File: config.mk
export PLATFORM = sky130hd
export DESIGN_NAME = grant_scheduler4
export DESIGN_NICKNAME = d
export VERILOG_FILES = /design/src/rtl/grant_scheduler4.sv
export SDC_FILE = /design/constraint.sdc
export NUM_CORES = 1
export LEC_CHECK = 0
export BUFFER_PORTS_ARGS = -buffer_cell sky130_fd_sc_hd__buf_4
export CORE_MARGIN = 8
export CORE_UTILIZATION = 55
export DETAILED_ROUTE_END_ITERATION = 10
export PLACE_DENSITY = 0.77
export SLEW_MARGIN = 15
export SYNTH_ARGS = -nofsm -noshare
export SYNTH_HDL_FRONTEND = slang
export SYNTH_SLANG_ARGS = --single-unit
File: constraint.sdc
create_clock -name clk -period 2 [get_ports clk]
set_input_delay 0.4 -clock clk [delete_from_list [all_inputs] [get_ports clk]]
set_output_delay 0.4 -clock clk [all_outputs]
set_load 0.03 [all_outputs]
File: src/rtl/grant_scheduler4.sv
`default_nettype none
// ============================================================================
// Module      : grant_scheduler4
// Description : Four-requester round-robin grant scheduler with hold-time
//               limit, done/withdraw release and a one-cycle recovery gap.
// Revision    : 1.0 - initial release
// ============================================================================
module grant_scheduler4 #(
    parameter int unsigned MAX_HOLD = 8
) (
    input  logic       clk,
    input  logic       rst_n,
    input  logic [3:0] req,
    input  logic       done,
    output logic [3:0] gnt,
    output logic [1:0] gnt_idx,
    output logic       busy,
    output logic       timeout
);

    typedef enum logic [1:0] {
        ST_IDLE    = 2'd0,
        ST_GRANT   = 2'd1,
        ST_RECOVER = 2'd2
    } state_t;

    localparam logic [7:0] MAX_HOLD_C = 8'(MAX_HOLD);

    state_t     state_q, state_d;
    logic [1:0] gnt_idx_q, gnt_idx_d;
    logic [1:0] last_idx_q, last_idx_d;
    logic [7:0] hold_cnt_q, hold_cnt_d;
    logic       timeout_q, timeout_d;

    logic [1:0] winner;
    logic [1:0] cand;
    logic       found;
    logic       release_now;

    // Rotating search: first asserted request above the last grantee, wrapping.
    always_comb begin
        winner = last_idx_q + 2'd1;
        cand   = 2'd0;
        found  = 1'b0;
        for (int k = 0; k < 4; k++) begin
            cand = last_idx_q + 2'(k + 1);
            if (!found && req[cand]) begin
                winner = cand;
                found  = 1'b1;
            end
        end
    end

    assign release_now = done || !req[gnt_idx_q];

    always_comb begin
        state_d    = state_q;
        gnt_idx_d  = gnt_idx_q;
        last_idx_d = last_idx_q;
        hold_cnt_d = hold_cnt_q;
        timeout_d  = 1'b0;
        case (state_q)
            ST_IDLE: begin
                if (req != 4'b0000) begin
                    state_d    = ST_GRANT;
                    gnt_idx_d  = winner;
                    last_idx_d = winner;
                    hold_cnt_d = 8'd1;
                end
            end
            ST_GRANT: begin
                // A voluntary release takes precedence over hold expiry.
                if (release_now) begin
                    state_d    = ST_RECOVER;
                    hold_cnt_d = 8'd0;
                end else if (hold_cnt_q == MAX_HOLD_C) begin
                    state_d    = ST_RECOVER;
                    hold_cnt_d = 8'd0;
                    timeout_d  = 1'b1;
                end else begin
                    hold_cnt_d = hold_cnt_q + 8'd1;
                end
            end
            ST_RECOVER: begin
                state_d = ST_IDLE;
            end
            default: begin
                state_d = ST_IDLE;
            end
        endcase
    end

    always_ff @(posedge clk or negedge rst_n) begin
        if (!rst_n) begin
            state_q    <= ST_IDLE;
            gnt_idx_q  <= 2'd0;
            last_idx_q <= 2'd3;
            hold_cnt_q <= 8'd0;
            timeout_q  <= 1'b0;
        end else begin
            state_q    <= state_d;
            gnt_idx_q  <= gnt_idx_d;
            last_idx_q <= last_idx_d;
            hold_cnt_q <= hold_cnt_d;
            timeout_q  <= timeout_d;
        end
    end

    // Decoded straight from state so an asynchronous reset clears it at once.
    assign gnt     = (state_q == ST_GRANT) ? (4'b0001 << gnt_idx_q) : 4'b0000;
    assign gnt_idx = gnt_idx_q;
    assign busy    = (state_q != ST_IDLE);
    assign timeout = timeout_q;

endmodule
`default_nettype wire

# ---- Word-level counts from Yosys, hierarchy flattened
# Index checks and enable logic that the tools add are counted.
dict set report classes {
  add_sub_neg 4
  magnitude_cmp 5
  n_eq_ne 4
  n_shift 1
  n_mux 28
  n_reduce_logical 15
}
# op n
set op_table {}
lappend op_table {{two-way mux 8 bit} 3}
lappend op_table {{case mux 8 bit (2 select lines)} 1}
lappend op_table {{< comparator 2 x 3 -> 1 bit, second input constant} 5}
lappend op_table {{two-way mux 2 bit} 6}
lappend op_table {{two-way mux 1 bit} 11}
lappend op_table {{binary-select mux 1 bit (select 2 bit)} 5}
lappend op_table {{adder 8 x 1 -> 8 bit, second input constant} 1}
lappend op_table {{equality test 8 x 4 -> 1 bit, second input constant} 1}
lappend op_table {{AND reduction 2 bit} 3}
lappend op_table {{adder 2 bit, second input constant} 2}
lappend op_table {{logical NOT 1 bit} 4}
lappend op_table {{two-way mux 4 bit} 1}
lappend op_table {{case mux 2 bit (2 select lines)} 1}
lappend op_table {{nonzero test 2 bit} 2}
lappend op_table {{nonzero test 4 bit} 1}
lappend op_table {{<< shifter 1 x 2 -> 4 bit, first input constant} 1}
lappend op_table {{logical AND 1 bit} 3}
lappend op_table {{inequality test 3 bit, second input constant} 1}
lappend op_table {{adder 2 x 1 -> 2 bit, second input constant} 1}
lappend op_table {{equality test 2 x 1 -> 1 bit, second input constant} 1}
lappend op_table {{logical NOT 2 bit} 1}
lappend op_table {{inequality test 2 bit, second input constant} 1}
lappend op_table {{logical OR 1 bit} 1}
dict set report totals {
  ff_bits 15
  output_inout_bits 8
}

# ---- Depth between registers and ports, before layout
dict set report logic_depth {
  word_depth 13
  ltp_mapped 6
}

# ---- Least setup slack after synthesis
# Ideal clock, no wire load.
dict set report synth_timing {
  kind {register -> output}
  startpoint {register gnt_idx_q[1] (netlist: gnt_idx[1])}
  endpoint {output gnt[1]}
  t_arrival_ns 1.431
  setup_slack_ns 0.169
  stages_incl_launch_ff 3
  n_path_buf 1
  path_cell_list {dfrtp_1 -> buf_2 -> nor3b_1}
}
dict set report synth_between {
  elab_chain_len 2
}
# item line_no
set synth_rtl {}
lappend synth_rtl {{from (decl)} 30} ;# logic [1:0] gnt_idx_q, gnt_idx_d;
lappend synth_rtl {{from (signal assigned)} 102} ;# gnt_idx_q <= gnt_idx_d;
lappend synth_rtl {{<< shifter 1 x 2 -> 4 bit} 110} ;# assign gnt = (state_q == ST_GRANT) ? (4'b0001 << gnt_idx_q) : 4'b0000;
lappend synth_rtl {{two-way mux 4 bit} 110}
lappend synth_rtl {{to (decl)} 15} ;# output logic [3:0] gnt,
# Every way passes these cells.

# ---- Final worst setup path
dict set report layout_timing {
  startpoint {register state_q[1]}
  endpoint {output gnt[1]}
}
dict set report layout_between {
  elab_chain_len 2
}
# item line_no
set layout_rtl {}
lappend layout_rtl {{from (decl)} 29} ;# state_t state_q, state_d;
lappend layout_rtl {{from (signal assigned)} 101} ;# state_q <= state_d;
lappend layout_rtl {{equality test 2 x 1 -> 1 bit} 110}
lappend layout_rtl {{two-way mux 4 bit} 110}
# Every way passes these cells.

==> flow_metrics.py <==
metrics = {
    "critical_path": {
        "cp-start-kind": "flip-flop",
        "path_class": "flip-flop to output port",
        "worstRegToRegCells": 7,
        "crit_arrival_ns": 1.39,
        "regToRegSetupSlack_ns": 0.32,
        "crit_required_ns": 1.60,
        "r2r-end": "hold_cnt_q[3]",
        "end_kind": "output port",
        "rr_startpoint": "hold_cnt_q[0]",
        "path_max_fanout": 7,
    },
    "layout": {
        "layoutNonFillerInstCount": 157,
        "drive_gt1_frac": 0.2197,
        "fin_util": 0.6681,
        "fin_area_um2": 1154,
        "fin_nets": 142,
        "antenna_cells": 0,
        "area_growth_pct": 15.39,
    },
    "sta": {
        "slew_violations": 0,
        "setup_viol": 0,
        "fin_ws_ns": 0.2084,
        "relSlewSlack": 0.7384,
        "setup_tns_ns": 0,
        "hold_viol": 0,
        "final.setup_skew_ns": 0.006197,
        "fin_crit_ns": 1.792,
        "clock.fmax_ghz": 0.5582,
        "fin_crit_sh": 0.8958,
        "rsz0062_at_grt": "false",
        "worst_pin_slew_ns": 0.3909,
    },
    "cts": {
        "cts_max_path_buffers": 2,
        "clk_pin_slew_ns": 0.09,
        "cts_tree": "built",
        "root_buffer": "clkbuf_4",
        "post_cts_buffers": 0,
        "cts-resized-gates": 0,
        "clk-insertion-delay-late_ns": 0.29,
        "numCtsBuffers": 3,
        "cts_sinks": 15,
        "htree_levels": 1,
    },
    "logic_synthesis": {
        "ys.flop_type": "dfrtp_1",
        "yosys-top-cells-area": "dfrtp_1 33%, dfstp_2 5.3%, nand3_1 4.5%",
        "synth_top_area_cell": "dfrtp_1",
        "ys_types": 42,
        "synth_seq_area_share": 0.3780,
        "async_flop_share": 1.000,
        "yosys_warnings": 0,
        "synth_edf_count": 0,
        "synth_top_area_frac": 0.3254,
        "syn_area_um2": 999.7,
        "syn_inst": 117,
        "synthTopCellsByCount": "13 x dfrtp_1, 12 x nand2_1, 9 x nand3_1",
        "synth_nets": 126,
        "avgSynthCellArea_um2": 8.545,
        "ys_ff_latch": 15,
        "yosysMostFrequentCell": "dfrtp_1",
    },
    "placement": {
        "numPortBuffers": 14,
        "place_inst": 152,
        "gp_congestion": 0.8978,
        "dp_slack_ns": 0.2691,
        "place_area_um2": 1117,
        "dp_hpwl_um": 1645,
    },
    "die": {
        "io_pins": 15,
        "coreArea_um2": 1727,
        "initial_core_util": 0.5790,
        "rows": 15,
        "dieArea_um2": 3438,
        "die_w_um": 58.64,
        "die-height_um": 58.64,
    },
    "grt": {
        "antenna_found_initial": 0,
        "grt_pass1_vias": 838,
        "grt.total_usage": 0.1410,
        "grt_max_degree": 16,
        "overflow": 0,
        "grt_pass1_wl_um": 3739,
    },
    "routing": {
        "postRouteAntennaNets": 0,
        "dr.pass1.iters": 4,
        "viasPerCell": 5.873,
        "drc": 0,
        "drt_iter0_markers": 16,
        "drt_wl_total_um": 2241,
        "wl_per_cell_um": 14.27,
        "vias": 922,
    },
    "job": {
        "maxCapViolations": 0,
    },
    "run_status": {
        "status": "finished clean",
    },
    "pwr": {
        "p_leak_uw": 0.0004844,
        "power_per_cell_area_nw_per_um2": 1339,
        "ir_drop_v": 0.0008236,
    },
    "worst_hold_path": {
        "min_path_type": "primary input to async pin",
    },
}
## layout make-up
cell class | instances | area (um^2)
repair buffers | 17 | 130.1
inverters | 7 | 26.28
multi-input cells | 89 | 561.8
flip-flops and latches | 15 | 377.9
clock buffers | 4 | 26.28
fillers | 148 | 573.1
well taps | 25 | 31.28
## per-stage QoR
stage,total power [uW],hold slack [ns]
finish,1545,0.4993
global route,1671,0.5037
CTS,1537,0.5004
detailed placement,1363,0.2619
global placement,1341,0.2609
floorplan,1115,0.1044
## cell families after synthesis
| logic type | after synthesis | synth area share |
|---|---|---|
| fa+ha+maj | 2 | 0.02503 |
| xor+xnor | 1 | 0.008763 |
| flops | 15 | 0.3780 |
| simple gates | 52 | 0.2929 |
| mux | 2 | 0.02003 |
| buf+inv | 13 | 0.06008 |
| compound gates | 32 | 0.2153 |
## routing by layer
metal	global-route usage	routed length, um	up-vias
met5	0	0	-
met4	0.06143	38	0
met3	0.04130	151	5
met2	0.2142	992	26
met1	0.1803	1058	434
li1	-	-	457
## timing repair
item                                    4_1_cts  5_1_grt
endpoints found under the hold margin        13        0
hold buffers                                  1        0
endpoints found under the setup margin        0        0
## state kept, by name, summed over array words and instances, names as in the netlist
signal	cells
last_idx_q	2
hold_cnt_q	8
state_q	2
gnt_idx	2
timeout	1
## worst max-delay path, stage by stage, from the launching register on
cell and delay, ns:
dfrtp_1 0.41, nand2b_1 0.27, nor3b_1 0.24, buf_4 0.20
## cells in the final DEF (no fill, tap or decap), drive strengths merged, types with 2 or more instances in the layout
master and instances:
mux2i 2, nor2 6, ha 2, o21ai 5
a21oi 5, and2 2, o22ai 5, nor3b 2
clkbuf 4, nor4 2, and3 2, nand3 9
or2 3, nand2 13, dfrtp 13, nand2b 5
a31oi 8, nor3 2, buf 16, dfstp 2
inv 7, nand4 2
## how the worst max path moves through the flow
stage,start,endpoint,slack (ns)
5_1_grt,state_q[1],gnt[1],0.14
4_1_cts,state_q[1],gnt[1],0.23
3_5_place_dp,req[1],gnt_idx[0],0.27
3_3_place_gp,req[1],gnt_idx[0],0.29
6_report,state_q[1],gnt[1],0.21
2_1_floorplan,gnt_idx[1],gnt[1],0.17
## power by group
part	internal, uW	total [uW]	leakage [uW]	switching, uW
clock	77.6	172	0.0000150	94.0
combinational	336	847	0.000276	511
sequential	402	526	0.000193	124
total	816	1540	0.000484	729
No activity file was read; power rests on OpenSTA's default activity.
